File: src/rtl/pc_gen_unit.sv
// PC register and next-PC selection with trap/mret redirect, EPC, circular return-address stack and mispredict counter.
// Optional misaligned-redirect check is enabled by defining PC_ALIGN_CHK_EN.
module pc_gen_unit #(
    parameter int               DATAW     = 32,
    parameter logic [DATAW-1:0] RESET_PC  = '0,
    parameter int               RAS_DEPTH = 4,
    parameter int               CNT_W     = 16
) (
    input  logic             clk,
    input  logic             rst,
    input  logic             stall,
    input  logic             b_type_jump_flag,
    input  logic             jal_instr,
    input  logic             jalr_instr,
    input  logic             is_call,
    input  logic             is_ret,
    input  logic [DATAW-1:0] alu_res,
    input  logic [DATAW-1:0] pc_add_imme,
    input  logic             trap_req,
    input  logic [DATAW-1:0] trap_vec,
    input  logic             mret_req,
    output logic [DATAW-1:0] pc,
    output logic [DATAW-1:0] pc_add_4,
    output logic [DATAW-1:0] epc,
    output logic [DATAW-1:0] ras_top,
    output logic             ras_valid,
    output logic [CNT_W-1:0] ras_mispred_cnt,
    output logic             misalign_err
);

    localparam int PTR_W = $clog2(RAS_DEPTH);

    logic [DATAW-1:0] ras_mem [RAS_DEPTH];
    logic [PTR_W-1:0] ras_ptr;
    logic [PTR_W-1:0] top_idx;
    logic [PTR_W:0]   ras_cnt;

    logic [DATAW-1:0] jalr_target;
    logic [DATAW-1:0] redirect_target;
    logic [DATAW-1:0] next_pc;
    logic             jump;
    logic             redirect;
    logic             misaligned;
    logic             active;
    logic             ras_en;
    logic             push;
    logic             pop;
    logic             mispred;

    assign pc_add_4  = pc + DATAW'(4);
    assign top_idx   = ras_ptr - 1'b1;
    assign ras_top   = ras_mem[top_idx];
    assign ras_valid = (ras_cnt != '0);

    // Target selection; a cycle is "active" when neither stall, trap nor mret claims it.
    always_comb begin
        jalr_target     = alu_res & ~DATAW'(1);
        jump            = b_type_jump_flag | jal_instr;
        redirect        = jump | jalr_instr;
        redirect_target = jump ? pc_add_imme : jalr_target;
`ifdef PC_ALIGN_CHK_EN
        misaligned      = redirect && (redirect_target[1:0] != 2'b00);
`else
        misaligned      = 1'b0;
`endif
        active          = !stall && !trap_req && !mret_req;
        ras_en          = active && !misaligned;
        push            = ras_en && (jal_instr || jalr_instr) && is_call;
        pop             = ras_en && jalr_instr && is_ret;
        mispred         = pop && ras_valid && (ras_top != jalr_target);

        if (trap_req)
            next_pc = trap_vec;
        else if (stall)
            next_pc = pc;
        else if (mret_req)
            next_pc = epc;
        else if (misaligned)
            next_pc = pc;
        else if (redirect)
            next_pc = redirect_target;
        else
            next_pc = pc_add_4;
    end

    always_ff @(posedge clk or posedge rst) begin
        if (rst) begin
            pc  <= RESET_PC;
            epc <= '0;
        end else begin
            pc <= next_pc;
            if (trap_req)
                epc <= pc;
        end
    end

    // A pop on an empty stack is a no-op, so push+pop when empty degrades to a plain push.
    always_ff @(posedge clk or posedge rst) begin
        if (rst) begin
            ras_ptr <= '0;
            ras_cnt <= '0;
            for (int i = 0; i < RAS_DEPTH; i++)
                ras_mem[i] <= '0;
        end else if (push && pop && ras_valid) begin
            ras_mem[top_idx] <= pc_add_4;
        end else if (push) begin
            ras_mem[ras_ptr] <= pc_add_4;
            ras_ptr          <= ras_ptr + 1'b1;
            if (ras_cnt != (PTR_W+1)'(RAS_DEPTH))
                ras_cnt <= ras_cnt + 1'b1;
        end else if (pop && ras_valid) begin
            ras_ptr <= ras_ptr - 1'b1;
            ras_cnt <= ras_cnt - 1'b1;
        end
    end

    always_ff @(posedge clk or posedge rst) begin
        if (rst)
            ras_mispred_cnt <= '0;
        else if (mispred && (ras_mispred_cnt != '1))
            ras_mispred_cnt <= ras_mispred_cnt + 1'b1;
    end

`ifdef PC_ALIGN_CHK_EN
    always_ff @(posedge clk or posedge rst) begin
        if (rst)
            misalign_err <= 1'b0;
        else
            misalign_err <= active && misaligned;
    end
`else
    assign misalign_err = 1'b0;
`endif

endmodule

File: config.mk
export PLATFORM = sky130hd
export DESIGN_NAME = pc_gen_unit
export DESIGN_NICKNAME = d
export VERILOG_FILES = /design/src/rtl/pc_gen_unit.sv
export SDC_FILE = /design/constraint.sdc
export NUM_CORES = 1
export LEC_CHECK = 0
export CORE_MARGIN = 2
export CORE_UTILIZATION = 25
export CTS_CLUSTER_DIAMETER = 50
export DETAILED_ROUTE_END_ITERATION = 8
export PLACE_DENSITY_LB_ADDON = 0.05
export SLEW_MARGIN = 20
export SYNTH_ARGS = -nofsm -noshare
export SYNTH_HDL_FRONTEND = slang
export SYNTH_SLANG_ARGS = --single-unit
File: constraint.sdc
create_clock -name clk -period 7 [get_ports clk]
set_input_delay 0.7 -clock clk [delete_from_list [all_inputs] [get_ports clk]]
set_output_delay 0.7 -clock clk [all_outputs]
set_load 0.1 [all_outputs]
==> flow_summary.json <==
{
  "synth_edf_count": 0,
  "synth_area_per_cell_sq_um": 9.62,
  "powerDensity_nw_per_um2": 524,
  "synth_common_cells": "dfrtp_1, a21oi_1, nor2_1",
  "die_area_sq_um": 46400,
  "ios": 252,
  "vias": 9492,
  "hold_class": "flip-flop to flip-flop",
  "drt_wl_total_mm": 44.9,
  "syn_area_sq_um": 11200,
  "status": "complete, no violations",
  "utilization": 0.355,
  "cts_resized": 0,
  "whs_ns": 0.490,
  "slew_headroom": 0.256,
  "grt_max_degree": 108,
  "finalSetupTns_ns": 0,
  "stdcell_count": 2031,
  "synth_top_area_cell": "dfrtp_1",
  "ys_types": 54,
  "vias_per_cell": 4.67,
  "first_global_vias": 9865,
  "setup_viol": 0,
  "postCtsSetupBuffers": 0,
  "grt_overflow": 0,
  "drv_slew": 0,
  "cts_tree": "yes",
  "worstPathCellList": "ha_1 -> nand4_1 -> nor4_1 -> nand2_1 -> xor2_1 -> buf_4 -> inv_1 -> clkdlybuf4s50_1",
  "rows": 77,
  "cts_sinks": 213,
  "async_flop_share": 1.00,
  "synth_nets": 1280,
  "clk_path_buf_depth": 3,
  "reg2regPathDepth": 9,
  "dp_hpwl_mm": 32.3,
  "globalplace.congestion": 0.791,
  "max_freq_mhz": 198,
  "drtAntennaViolNets": 0,
  "start_util": 0.253,
  "first_pass_iters": 5,
  "synth_warnings": 0,
  "worst-slew-pin-transition_ns": 1.11,
  "peakVddDrop_uv": 552,
  "grt_pass1_wl_mm": 66.9,
  "syn_to_final_growth_pct": 40.4,
  "wl_per_cell_microns": 22.1,
  "worst-setup-path-type": "flip-flop to output port",
  "die_y_microns": 216,
  "drc": 0,
  "synth_most_common_cell": "dfrtp_1",
  "arrival_ns": 4.34,
  "htreeDepth": 2,
  "yosys.area.top_type_share": 0.477,
  "die_w_microns": 216,
  "drt_iter0_drc": 612,
  "synth_area_leaders": "dfrtp_1, a21oi_1, nor2_1",
  "rsz0062_at_grt": "false",
  "clockRootBuffer": "clkbuf_16",
  "cts_inserted_buffers": 39,
  "hold_viol_final": 0,
  "clk_pin_slew_ns": 0.05,
  "grt_use_total": 0.194,
  "port-buffer-count": 249,
  "cp_max_fo": 11,
  "dp_cells": 1961,
  "core_region_area_sq_um": 44200,
  "layout-drive-gt1-share": 0.129,
  "synth_seq_cells": 213,
  "min_path_cells": 1,
  "synth_ff_type": "dfrtp_1",
  "slowest_delay_ns": 1.13,
  "critical_path_required_ns": 6.30,
  "startpoint_type": "flip-flop",
  "worstSkewPairLatency_ns": 0.56,
  "worst_path_max_delay_cell": "clkdlybuf4s50_1",
  "drv_cap": 0,
  "yosysSeqAreaShare": 0.477,
  "final_nets": 1527,
  "cts_hold_buffers": 0,
  "clock_skew_ns": 0.0334,
  "netlist_instances": 1163,
  "fin_crit_ns": 5.04,
  "critPathCaptureType": "output port",
  "fin_crit_sh": 0.720,
  "p_leak_nw": 6.67,
  "antenna_found_initial": 2
}
==> layer usage <==
| layer | track usage | up-vias | wire, microns |
|---|---|---|---|
| li1 | - | 4550 | - |
| met1 | 0.250 | 4654 | 19900 |
| met2 | 0.325 | 232 | 21700 |
| met3 | 0.0461 | 56 | 2420 |
| met4 | 0.0524 | 0 | 880 |
| met5 | 0 | - | 0 |
==> path summary, 6_finish.rpt <==
path                                                     start                             end  slack [ns]
worst max-delay path                         pc[2]$_DFFE_PP0P_                    pc_add_4[26]        1.96
worst min-delay path            ras_mispred_cnt[5]$_DFFE_PP0P_  ras_mispred_cnt[5]$_DFFE_PP0P_        0.49
worst max register to register          ras_ptr[1]$_DFFE_PP0P_  ras_mispred_cnt[1]$_DFFE_PP0P_        2.61
worst min register to register  ras_mispred_cnt[5]$_DFFE_PP0P_  ras_mispred_cnt[5]$_DFFE_PP0P_        0.49
max in group asynchronous                                  rst        ras_mem[121]$_DFFE_PP0P_        4.89
min in group asynchronous                                  rst             epc[20]$_DFFE_PP0P_        0.71
==> flip-flops by register name (all words and copies together) (netlist names) <==
register         count
ras_mem            128
epc                 32
pc                  32
ras_mispred_cnt     16
ras_cnt              3
ras_ptr              2
==> area by class of cell <==
cell class | instances | area [sq um]
clock buffer | 48 | 1060
fill | 4575 | 28500
sequential | 213 | 5330
clock inverter | 20 | 256
antenna | 2 | 5.00
tap | 592 | 741
multi-input combinational | 815 | 5330
timing repair buffer | 282 | 2760
inverter | 59 | 229
==> cells by family (layout without fill, tap and decap cells) <==
kind of cell	after synthesis	after routing	share of synthesized area
buf+inv	135	409	0.0516
compound gates	297	297	0.151
fa+ha+maj	11	11	0.0130
mux	101	101	0.122
other cells	1	3	0.000335
xor+xnor	74	74	0.0580
simple gates	331	331	0.127
flops	213	213	0.477
==> power by group <==
group | total [mW] | switching [mW] | internal, mW
Combinational | 4.41 | 3.20 | 1.21
Clock | 1.95 | 0.694 | 1.26
Sequential | 1.88 | 0.257 | 1.62
Total | 8.24 | 4.15 | 4.09
==> stage by stage <==
stage	total power, mW	instance area [sq um]	setup WS [ns]
after floorplan	5.12	11200	0.477
final	8.24	15700	1.96
after CTS	8.34	15700	1.88
after global routing	8.62	15700	1.71
after detailed placement	6.33	14400	2.48
after global placement	6.33	14400	2.53
==> worst max-delay path, delay by kind of cell (launching register included) <==
kind / cells / cell delay (ns)
adder cells (fa/ha/maj): 1 / 0.29
AND/OR/NAND/NOR: 3 / 1.32
XOR/XNOR: 1 / 0.18
buffers and inverters: 3 / 1.39
flip-flops: 1 / 0.62
==> layout by cell type (no fill, tap or decap), types with 7 or more instances in the layout <==
cell type,count
clkbuf_16,39
dfrtp_1,212
xor2_1,37
buf_4,34
nor4_1,7
ha_1,9
a21oi_1,184
xnor2_1,37
a221oi_1,12
o211ai_1,11
nand3_1,20
mux2i_1,33
nand4_1,8
o21ai_0,46
nand2_1,81
mux2_2,43
mux4_2,24
and3_1,15
nor2_1,169
clkdlybuf4s50_1,243
nor3_1,12
inv_1,56
Note: power is estimated with default switching activity, not from simulation.
